<file path="src/rtl/id_ex_stage.sv">
// ---------------------------------------------------------------------------
// id_ex_stage
//
// Decode-to-execute boundary of the pipelined RV32I core. It holds the ID/EX
// pipeline register, detects load-use hazards against the instruction in EX,
// and sequences the ECALL halt drain.
//
// Parameters
//   HALT_DRAIN  cycles from a halting ECALL leaving ID until it retires (>= 1)
//   HALT_REG    register ECALL reads implicitly (steered onto rs1 upstream)
//   HALT_CODE   value of HALT_REG that turns ECALL into a halt
//
// Ports
//   clk, reset            rising-edge clock, synchronous active-high reset
//   id_*                  decoded instruction, operands, immediate, controls
//   ex_*                  registered EX-side copies (bubble = all zero)
//   stall                 combinational; freezes PC and IF/ID
//   is_halted             registered, sticky until reset
//   bubble_count          number of load-use bubbles inserted (wraps)
// ---------------------------------------------------------------------------
module id_ex_stage #(
  parameter int unsigned HALT_DRAIN = 3,
  parameter int unsigned HALT_REG   = 17,
  parameter int unsigned HALT_CODE  = 10
) (
  input  logic        clk,
  input  logic        reset,
  // ID side
  input  logic        id_valid,
  input  logic [31:0] id_inst,
  input  logic [31:0] id_rs1_data,
  input  logic [31:0] id_rs2_data,
  input  logic [31:0] id_imm,
  input  logic        id_mem_read,
  input  logic        id_mem_write,
  input  logic        id_mem_to_reg,
  input  logic        id_reg_write,
  input  logic        id_alu_src,
  input  logic [1:0]  id_alu_op,
  // EX side
  output logic        ex_valid,
  output logic [31:0] ex_inst,
  output logic [31:0] ex_rs1_data,
  output logic [31:0] ex_rs2_data,
  output logic [31:0] ex_imm,
  output logic [4:0]  ex_rd,
  output logic [4:0]  ex_rs1,
  output logic [4:0]  ex_rs2,
  output logic        ex_mem_read,
  output logic        ex_mem_write,
  output logic        ex_mem_to_reg,
  output logic        ex_reg_write,
  output logic        ex_alu_src,
  output logic [1:0]  ex_alu_op,
  // Status
  output logic        stall,
  output logic        is_halted,
  output logic [31:0] bubble_count
);

  localparam logic [6:0] OP_R      = 7'b0110011;
  localparam logic [6:0] OP_IMM    = 7'b0010011;
  localparam logic [6:0] OP_LOAD   = 7'b0000011;
  localparam logic [6:0] OP_STORE  = 7'b0100011;
  localparam logic [6:0] OP_SYSTEM = 7'b1110011;

  // Counter only has to hold HALT_DRAIN-1.
  localparam int unsigned      CNT_W       = (HALT_DRAIN > 1) ? $clog2(HALT_DRAIN) : 1;
  localparam logic [CNT_W-1:0] DRAIN_INIT  = CNT_W'(HALT_DRAIN - 1);
  localparam logic [4:0]       HALT_REG_IX = 5'(HALT_REG);
  localparam logic [31:0]      HALT_CODE_W = 32'(HALT_CODE);

  typedef enum logic [1:0] {
    ST_RUN,
    ST_DRAIN,
    ST_HALTED
  } state_e;

  typedef struct packed {
    logic        valid;
    logic [31:0] inst;
    logic [31:0] rs1_data;
    logic [31:0] rs2_data;
    logic [31:0] imm;
    logic [4:0]  rd;
    logic [4:0]  rs1;
    logic [4:0]  rs2;
    logic        mem_read;
    logic        mem_write;
    logic        mem_to_reg;
    logic        reg_write;
    logic        alu_src;
    logic [1:0]  alu_op;
  } ex_reg_t;

  state_e           state_q;
  ex_reg_t          ex_q;
  ex_reg_t          ex_d;
  logic [CNT_W-1:0] drain_cnt_q;
  logic             is_halted_q;
  logic [31:0]      bubble_q;

  // -------------------------------------------------------------------------
  // Decode of source-register usage
  // -------------------------------------------------------------------------
  logic [6:0] opcode;
  logic       is_ecall;
  logic       uses_rs1;
  logic       uses_rs2;
  logic [4:0] rs1_eff;
  logic       load_in_ex;
  logic       hz;
  logic       halt_now;

  assign opcode = id_inst[6:0];

  // rd and rs1 fields are ignored for ECALL; upstream steers HALT_REG instead.
  assign is_ecall = (opcode == OP_SYSTEM) && (id_inst[14:12] == 3'b000) &&
                    (id_inst[31:20] == 12'h000);

  assign uses_rs1 = (opcode == OP_R) || (opcode == OP_IMM) ||
                    (opcode == OP_LOAD) || (opcode == OP_STORE) || is_ecall;
  assign uses_rs2 = (opcode == OP_R) || (opcode == OP_STORE);
  assign rs1_eff  = is_ecall ? HALT_REG_IX : id_inst[19:15];

  assign load_in_ex = ex_q.valid && ex_q.mem_read && (ex_q.rd != 5'd0);

  assign hz = id_valid && load_in_ex &&
              ((uses_rs1 && (rs1_eff == ex_q.rd)) ||
               (uses_rs2 && (id_inst[24:20] == ex_q.rd)));

  // Evaluated only when the instruction is actually captured, so a stalled
  // ECALL uses the operand that arrives once the load has moved on.
  assign halt_now = id_valid && is_ecall && (id_rs1_data == HALT_CODE_W);

  assign stall = (state_q != ST_RUN) || hz;

  // -------------------------------------------------------------------------
  // Payload captured into EX when ID advances
  // -------------------------------------------------------------------------
  always_comb begin
    // NOTE: every field gets a default first so no path leaves a latch behind.
    ex_d = '0;
    if (id_valid) begin
      ex_d.valid    = 1'b1;
      ex_d.inst     = id_inst;
      ex_d.rs1_data = id_rs1_data;
      ex_d.rs2_data = id_rs2_data;
      ex_d.imm      = id_imm;
      ex_d.rd       = id_inst[11:7];
      ex_d.rs1      = id_inst[19:15];
      ex_d.rs2      = id_inst[24:20];
      // ECALL travels down the pipe as a NOP: no writes, no memory access.
      if (!is_ecall) begin
        ex_d.mem_read   = id_mem_read;
        ex_d.mem_write  = id_mem_write;
        ex_d.mem_to_reg = id_mem_to_reg;
        ex_d.reg_write  = id_reg_write;
        ex_d.alu_src    = id_alu_src;
        ex_d.alu_op     = id_alu_op;
      end
    end
  end

  // -------------------------------------------------------------------------
  // Pipeline register, halt sequencer and bubble counter
  // -------------------------------------------------------------------------
  // NOTE: all state here uses non-blocking assignments so every register
  // samples the pre-edge values regardless of statement order.
  always_ff @(posedge clk) begin
    if (reset) begin
      state_q     <= ST_RUN;
      ex_q        <= '0;
      drain_cnt_q <= '0;
      is_halted_q <= 1'b0;
      bubble_q    <= '0;
    end else begin
      case (state_q)
        ST_RUN: begin
          if (hz) begin
            ex_q     <= '0;
            bubble_q <= bubble_q + 32'd1;
          end else begin
            ex_q <= ex_d;
            if (halt_now) begin
              state_q     <= ST_DRAIN;
              drain_cnt_q <= DRAIN_INIT;
            end
          end
        end

        ST_DRAIN: begin
          ex_q <= '0;
          if (drain_cnt_q == '0) begin
            state_q     <= ST_HALTED;
            is_halted_q <= 1'b1;
          end else begin
            drain_cnt_q <= drain_cnt_q - CNT_W'(1);
          end
        end

        ST_HALTED: begin
          ex_q        <= '0;
          is_halted_q <= 1'b1;
        end

        default: begin
          state_q <= ST_RUN;
          ex_q    <= '0;
        end
      endcase
    end
  end

  // -------------------------------------------------------------------------
  // Outputs
  // -------------------------------------------------------------------------
  assign ex_valid      = ex_q.valid;
  assign ex_inst       = ex_q.inst;
  assign ex_rs1_data   = ex_q.rs1_data;
  assign ex_rs2_data   = ex_q.rs2_data;
  assign ex_imm        = ex_q.imm;
  assign ex_rd         = ex_q.rd;
  assign ex_rs1        = ex_q.rs1;
  assign ex_rs2        = ex_q.rs2;
  assign ex_mem_read   = ex_q.mem_read;
  assign ex_mem_write  = ex_q.mem_write;
  assign ex_mem_to_reg = ex_q.mem_to_reg;
  assign ex_reg_write  = ex_q.reg_write;
  assign ex_alu_src    = ex_q.alu_src;
  assign ex_alu_op     = ex_q.alu_op;
  assign is_halted     = is_halted_q;
  assign bubble_count  = bubble_q;

endmodule

</file>
<file path="config.mk">
export PLATFORM = sky130hd
export DESIGN_NAME = id_ex_stage
export DESIGN_NICKNAME = d
export VERILOG_FILES = /design/src/rtl/id_ex_stage.sv
export SDC_FILE = /design/constraint.sdc
export NUM_CORES = 1
export LEC_CHECK = 0
export ABC_AREA = 1
export BUFFER_PORTS_ARGS = -buffer_cell sky130_fd_sc_hd__clkbuf_2
export CAP_MARGIN = 40
export CELL_PAD_IN_SITES_DETAIL_PLACEMENT = 0
export CELL_PAD_IN_SITES_GLOBAL_PLACEMENT = 1
export CORE_MARGIN = 5
export CORE_UTILIZATION = 34
export DETAILED_ROUTE_END_ITERATION = 8
export GPL_TIMING_DRIVEN = 0
export PLACE_DENSITY_LB_ADDON = 0.3
export SKIP_LAST_GASP = 1
export SLEW_MARGIN = 20
export SYNTH_ARGS = -nofsm -noshare
export SYNTH_HDL_FRONTEND = slang
export SYNTH_SLANG_ARGS = --single-unit
export TNS_END_PERCENT = 1
</file>
<file path="constraint.sdc">
create_clock -name clk -period 3.4 [get_ports clk]
set_clock_uncertainty 0.05 [all_clocks]
set_input_delay 0.34 -clock clk [delete_from_list [all_inputs] [get_ports clk]]
set_output_delay 0.34 -clock clk [all_outputs]
set_load 0.05 [all_outputs]
</file>
Word-level counts from Yosys, hierarchy flattened
Index checks and enable logic that the tools add are counted.
{"block": "classes", "addsub": 2, "eq_ne": 14, "n_mux": 13, "bitwise_logic": 3, "n_reduce_logical": 32}
{"cell": "2-to-1 mux 151 bit", "count": 1}
{"cell": "adder 32 x 1 -> 32 bit (second input constant)", "count": 1}
{"cell": "equality test 32 x 4 -> 1 bit (second input constant)", "count": 1}
{"cell": "equality test 7 x 6 -> 1 bit (second input constant)", "count": 2}
{"cell": "logical NOT 12 bit", "count": 1}
{"cell": "2-to-1 mux 2 bit", "count": 6}
{"cell": "equality test 5 bit", "count": 2}
{"cell": "logical AND 1 bit", "count": 10}
{"cell": "!= test 2 bit (second input constant)", "count": 4}
{"cell": "AND reduction 4 bit", "count": 2}
{"cell": "equality test 7 x 2 -> 1 bit (second input constant)", "count": 1}
{"cell": "equality test 7 x 5 -> 1 bit (second input constant)", "count": 1}
{"cell": "equality test 7 bit (second input constant)", "count": 1}
{"cell": "logical OR 1 bit", "count": 7}
{"cell": "2-to-1 mux 7 bit", "count": 1}
{"cell": "one-hot mux 2 bit (3 select lines)", "count": 1}
{"cell": "nonzero test 2 bit", "count": 3}
{"cell": "2-to-1 mux 5 bit", "count": 1}
{"cell": "nonzero test 5 bit", "count": 1}
{"cell": "OR reduction 5 bit", "count": 1}
{"cell": "logical NOT 2 bit", "count": 2}
{"cell": "one-hot mux 2 bit (2 select lines)", "count": 1}
{"cell": "AND reduction 2 bit", "count": 2}
{"cell": "OR reduction 4 bit", "count": 1}
{"cell": "8 further kinds", "count": 10}
{"block": "totals", "register_bits": 188, "wordCells": 82}

Logic depth before layout (Yosys ltp)
Gate-level depths: netlist of run 1.
{"block": "logic_depth", "word_depth": 10, "mapped_depth": 17, "mapped_depth_nobuf": 16}

Least setup slack after synthesis of run 1
OpenSTA, ideal clock, no wires.
{"block": "synth_timing", "path_kind": "flip-flop to flip-flop", "startpoint": "reg bubble_q[0], in the netlist bubble_count[0]", "endpoint": "reg bubble_q[31], in the netlist bubble_count[31]", "arrival_ns": 2.005, "path_slack_ns": 1.213, "stages_incl_launch_ff": 13, "n_path_buf": 0, "cell_sequence": "dfxtp_1 inv_1 nor3_2 inv_1 nor2_1 inv_1 nor2_1 inv_1 nor2_1 nand2_1 xnor2_1 nand2_1 a21oi_1"}
{"block": "synth_via", "elab_chain_cells": 1}
{"element": "from (decl)", "line": "101", "rtl": "logic [31:0] bubble_q;"}
{"element": "from (signal assigned)", "line": "182", "rtl": "bubble_q <= bubble_q + 32'd1;"}
{"element": "adder 32 x 1 -> 32 bit", "line": "182"}
No other way between the ends.
A chain may end at the register's enable or synchronous reset.

==> run_results.csv, run 1 <==
group,metric,value,unit
global_routing,gr-total-overflow,0,
global_routing,grt_antenna_before_repair,0,
yosys,synthTopCellsByCount,"nor2_1 (179), dfxtp_1 (173), inv_1 (172)",
power_and_ir_drop,peakVddDrop,0.346,mV
routing,ant_nets,0,
critical_path,critical_path.endpoint,"stall",
critical_path,cp-end-kind,"output port",
clocking,htree_levels,4,
critical_path,crit_path_start,"ex_inst[7]",
clocking,postCtsSetupBuffers,0,
power_and_ir_drop,p_leak,0.00497,uW
finish,diodes,0,
yosys,syn_area_per_cell,7.80,um^2
global_routing,grt_pass1_wl,32500,um
yosys,syn_nets,1001,
floorplanning,coreArea,0.0195,mm^2
critical_path,critPathLaunchType,"flop",
floorplanning,io_pins,323,
global_routing,track_usage,18.7,%
global_routing,grt_max_degree,20,
critical_path,path_max_fanout,5,
critical_path,rr_startpoint,"bubble_count[0]",
placement,io_buffers,321,
power_and_ir_drop,power_density,525,mW/mm^2
sta,period_share,68.4,%
power_and_ir_drop,total_power,4850,uW
floorplanning,die_w,151,um
floorplanning,die_area,0.0227,mm^2
min_path,min_path_type,"in2reg",
sta,rsz0062_at_grt,"no",
yosys,synth-main-ff-cell,"dfxtp_1",
clocking,ctsHoldBuffers,0,
global_routing,first_global_vias,6117,
placement,gp_congestion,0.837,
yosys,ys_seq_area_share,51.6,%
critical_path,crit_type,"reg2out",
yosys,ys_ff_latch,173,
routing,drt-initial-drc-count,221,
finish,fin_nets,1341,
critical_path,required,3.01,ns
finish,area_growth,37.6,%
routing,drcViolationCount,0,
clocking,cts_buffer_depth,2,
sta,fmaxAchievable,0.430,GHz
yosys,synthCells,861,
routing,num_vias,6170,
yosys,syn_area,0.00672,mm^2
sta,worst_slew_pin_slew,0.703,ns
clocking,cts.sinks,173,
yosys,synth_edf_count,0,
yosys,synth.area.top_cells,"dfxtp_1 (52%), nor2_1 (10%), inv_1 (9.6%)",
sta,hold_viol,0,
critical_path,ff2ff_setup_slack,1.16,ns
routing,dr.pass1.iters,4,
yosys,async_reset_ff_share,0,%
yosys,synth_cell_types,29,
routing,drt-vias-per-instance,4.17,
yosys,synth_top_area_share,51.6,%
finish,final_layout_size_suffix_gt1_share,34.9,%
yosys,post-synth-top-count-cell,"nor2_1",
status,outcome,"finished clean",
critical_path,r2r_end,"bubble_count[31]",
placement,hpwlAfterDp,17600,um
yosys,ys_warn_count,0,
sta,max_slew_margin,53.2,%
clocking,root_buffer,"clkbuf_16",
sta,tns,0,ns
floorplanning,rows,51,
clocking,clk_latency,0.42,ns
clocking,clkTransAtPathRegs,0.08,ns
sta,slew_violations,0,
floorplanning,die_y,151,um
clocking,numCtsBuffers,17,
clocking,cts_tree,"yes",
routing,avgRoutedWirePerCell,14.4,um
flow_run,drv_cap,0,
routing,wl,21300,um
critical_path,worstRegToRegCells,12,
sta,setup_viol,0,
floorplanning,start_util,34.5,%
critical_path,arrival,1.94,ns
yosys,yosysTopAreaCell,"dfxtp_1",
sta,fin_crit,2.33,ns
clocking,ctsResizeCount,0,
==> how the worst min path moves through the flow <==
stage                       to  cells past startpoint  slack (ns)             from
6_report            ex_imm[14]                      3        0.04       id_imm[14]
5_1_grt        ex_rs2_data[18]                      3        0.03  id_rs2_data[18]
4_1_cts             ex_imm[14]                      3        0.03       id_imm[14]
3_5_place_dp         is_halted                      1        0.40        is_halted
3_3_place_gp         is_halted                      1        0.39        is_halted
2_1_floorplan   drain_cnt_q[1]                      2        0.38   drain_cnt_q[1]
==> report_power, final <==
part	total [uW]	switching (uW)	internal [uW]
Sequential	2150	32.2	2120
Combinational	775	573	202
Clock	1930	938	990
Total	4850	1540	3310
==> layout make-up <==
cell class	count	area, um^2
Buffer	40	344
Clock buffer	17	425
Clock inverter	15	163
Fill cell	2058	10200
Inverter	174	653
Multi-Input combinational cell	474	2260
Sequential cell	173	3460
Tap cell	265	332
Timing Repair Buffer	321	1610
==> layout by cell type, fill, tap and decap left out, types with 15 or more instances in the layout <==
cell       synthesis  layout
clkbuf_2           0     321
nor2_1           179     179
dfxtp_1          173     173
inv_1            172     172
nand2_1          133     133
a21oi_1           25      25
xor2_1            23      23
nor3_1            21      21
buf_4             18      18
clkbuf_16          0      17
nand3_1           15      15
buf_6             15      15
==> worst max-delay path, stage by stage, from the launching register on <==
cell,delay (ns)
dfxtp_1,0.36
inv_1,0.12
nand2_1,0.06
a221oi_1,0.26
nand4_1,0.16
nand2_2,0.13
nand2_2,0.08
nand2_1,0.06
clkbuf_2,0.29
==> routing by layer <==
metal	vias up	GRT usage, %	part of all wire, %
li1	3237	-	-
met1	2721	20.5	39
met2	189	32.4	50
met3	23	8.31	10
met4	0	5.86	1.8
met5	-	0	0
==> through the flow <==
stage	setup slack (ns)	area (um^2)	hold WS, ns	utilization [%]	std cells
2_1_floorplan	1.21	6720	0.385	-	861
3_3_place_gp	1.12	8650	0.389	44.5	1447
3_5_place_dp	1.11	8650	0.402	44.5	1447
4_1_cts	1.02	9240	0.0292	47.5	1479
5_1_grt	0.868	9240	0.0259	47.5	1479
6_report	1.07	9240	0.0440	47.5	1479
==> kinds of logic after synthesis <==
group	after synthesis	share of synthesized area (%)
buffers and inverters	214	14.8
adder cells (fa/ha/maj)	2	0.373
AO/OA/AOI/OAI	43	3.97
XOR/XNOR	30	3.91
flip-flops	173	51.6
AND/OR/NAND/NOR	399	25.3
Power figures use the tool's default switching activity.
==> inputs of run 2 (changes only) <==
Settings changed: ABC_AREA 1 to 0, CORE_UTILIZATION 34 to 29.
Clock period 3.4 ns to 1.95 ns, I/O delays scaled along.
==> run_results.csv, run 2 <==
group,metric,value,unit
global_routing,gr-total-overflow,0,
yosys,syn_nets,734,
power_and_ir_drop,power_density,806,mW/mm^2
sta,fin_crit,2.58,ns
yosys,synth_compound_area_share,4.62,%
yosys,synth_top_family_by_area,"simple AND/OR/NAND/NOR gates",
finish,fin_nets,1227,
sta,max_slew_margin,52.8,%
yosys,ys_ff_latch,173,
critical_path,required,1.70,ns
flow_run,drv_cap,0,
sta,rsz0062_at_grt,"yes",
sta,slew_violations,0,
yosys,synth-main-ff-cell,"dfxtp_1",
critical_path,path_max_fanout,5,
yosys,synthAdderAreaFrac,0.411,%
yosys,ys_seq_area_share,56.8,%
sta,tns,-81.44,ns
power_and_ir_drop,peakVddDrop,0.572,mV
critical_path,rr_startpoint,"ex_inst[9]",
power_and_ir_drop,p_leak,0.00487,uW
min_path,min_path_type,"in2reg",
yosys,ys_warn_count,0,
global_routing,first_global_vias,6122,
placement,io_buffers,322,
floorplanning,io_pins,323,
yosys,async_reset_ff_share,0,%
min_path,min_path_cells,5,
placement,dpl_worst_slack,-1.09,ns
routing,num_vias,5980,
finish,final_common_cell,"clkbuf_2",
min_path,min_from,"id_valid",
yosys,synthTopCellsByCount,"dfxtp_1 (173), and2_1 (131), nor2_1 (30)",
critical_path,ff2ff_setup_slack,-0.59,ns
placement,gp_congestion,0.783,
yosys,synth.area.top_cells,"dfxtp_1 (57%), and2_1 (13%), mux2_2 (3.5%)",
critical_path,crit_type,"reg2out",
clocking,clkTransAtPathRegs,0.07,ns
yosys,yosysTopAreaCell,"dfxtp_1",
yosys,synth_top_area_share,56.8,%
critical_path,crit_path_start,"ex_inst[9]",
routing,drt-vias-per-instance,4.34,
yosys,synth_edf_count,0,
floorplanning,die_y,155,um
global_routing,track_usage,17.6,%
routing,ant_nets,0,
global_routing,grt_pass1_wl,33100,um
finish,final_layout_size_suffix_gt1_share,42.7,%
global_routing,grt_util_met1,19.3,%
global_routing,grtUsageMet2,32.1,%
floorplanning,rows,53,
finish,area_growth,72.9,%
power_and_ir_drop,total_power,8490,uW
routing,wl,21800,um
status,violations,"setup timing",
finish,post-route-util,50.6,%
global_routing,grt_antenna_before_repair,4,
yosys,synthXorXnorAreaFrac,0.719,%
critical_path,worstRegToRegCells,10,
yosys,synthCells,594,
clocking,cts.sinks,173,
sta,setup_viol,172,
critical_path,cp-end-kind,"output port",
routing,dr.pass1.iters,5,
sta,hold_viol,0,
placement,hpwlAfterDp,15900,um
finish,fin_area,0.0105,mm^2
sta,period_share,132,%
critical_path,r2r_end,"ex_inst[17]",
routing,drcViolationCount,0,
placement,place_area,0.00825,mm^2
floorplanning,coreArea,0.0208,mm^2
routing,drt-initial-drc-count,224,
sta,timing.final.ws_setup,-0.630,ns
yosys,syn_area_per_cell,10.3,um^2
yosys,synth_mux_area_share,3.51,%
yosys,syn_area,0.00609,mm^2
sta,fmaxAchievable,0.388,GHz
global_routing,use_met3,4.45,%
clocking,clk_latency,0.43,ns
yosys,synth_simple_gate_area_share,29.0,%
floorplanning,die_w,155,um
floorplanning,die_area,0.0240,mm^2
global_routing,busiest_layer,"met2",
clocking,htree_levels,4,
status,outcome,"finished, violations left",
global_routing,grt_max_degree,21,
clocking,cts_tree,"yes",
sta,worst_slew_pin_slew,0.708,ns
yosys,synth_cell_types,43,
finish,final_cell_mix,"clkbuf_2 (325), dfxtp_1 (155), dlygate4sd3_1 (135)",
routing,avgRoutedWirePerCell,15.8,um
yosys,post-synth-top-count-cell,"dfxtp_1",
clocking,root_buffer,"clkbuf_16",
min_path,holdPathEnd,"state_q[0]",
critical_path,arrival,2.33,ns
critical_path,critPathLaunchType,"flop",
floorplanning,start_util,29.3,%
clocking,cts_buffer_depth,2,
clocking,numCtsBuffers,17,
## run 2: cell count changes after synthesis, sizes merged, moves of 11 or more
cell,change
a21oi,-17
and2,+131
and3,+12
buf,-14
clkbuf,+23
inv,-165
mux2,+19
nand2,-128
nor2,-155
nor2b,+23
o31ai,+12
or4,+11
xor2,-23
## run 2: stage by stage
step           hold WS (ns)  instances
2_1_floorplan         0.266        594
3_3_place_gp          0.344       1191
3_5_place_dp          0.348       1192
4_1_cts             -0.0252       1366
5_1_grt               0.307       1378
6_report              0.277       1378
## run 2: area by class of cell
type                            instances  area [um^2]
Fill cell                            1936        10300
Tap cell                              275          344
Inverter                                9         33.8
Clock buffer                           17          425
Sequential cell                       173         3510
Timing Repair Buffer                  475         3120
Buffer                                 48          298
Antenna cell                            3         7.51
Clock inverter                         15          210
Multi-Input combinational cell        363         2580
## run 2: cells by family (layout without fill, tap and decap cells)
logic type | Yosys count | in the layout
other | 0 | 3
AO/OA/AOI/OAI | 41 | 41
buffers and inverters | 58 | 564
multiplexers | 19 | 19
flip-flops | 173 | 173
adder cells (fa/ha/maj) | 2 | 2
AND/OR/NAND/NOR | 296 | 296
XOR/XNOR | 5 | 5
## run 2: worst max path at each step
stage                  endpoint  slack [ns]  cells past startpoint
6_report                  stall       -0.63                      8
5_1_grt                   stall       -0.70                      8
4_1_cts                   stall       -0.70                      9
3_5_place_dp          ex_imm[9]       -1.09                     10
3_3_place_gp          ex_imm[6]       -1.26                      9
2_1_floorplan  bubble_count[14]       -0.33                      8
## run 2: report_power, final
part           internal (uW)  switching [uW]
registers               3630            40.7
clock network           1880            1720
logic                    481             732
## run 2: what timing repair did
action	CTS	global route
buffers inserted	9	9
resized for setup	22	7
pin swaps	4	6
endpoints found under the hold margin	135	1
hold buffers	134	1
setup endpoints to repair	172	172
## run 2: worst max-delay path, stage by stage (launching register included)
cell	delay, ns
dfxtp_4	0.37
nor2b_4	0.14
a2111oi_4	0.36
o31ai_4	0.12
a221o_1	0.43
buf_8	0.16
buf_8	0.11
nand2_4	0.06
clkbuf_16	0.15
## run 2: routing by layer
metal | up-vias | share of wire [%]
met5 | - | 0.060
met4 | 2 | 2.5
met3 | 40 | 6.3
met2 | 187 | 52
met1 | 2771 | 39
li1 | 2980 | -
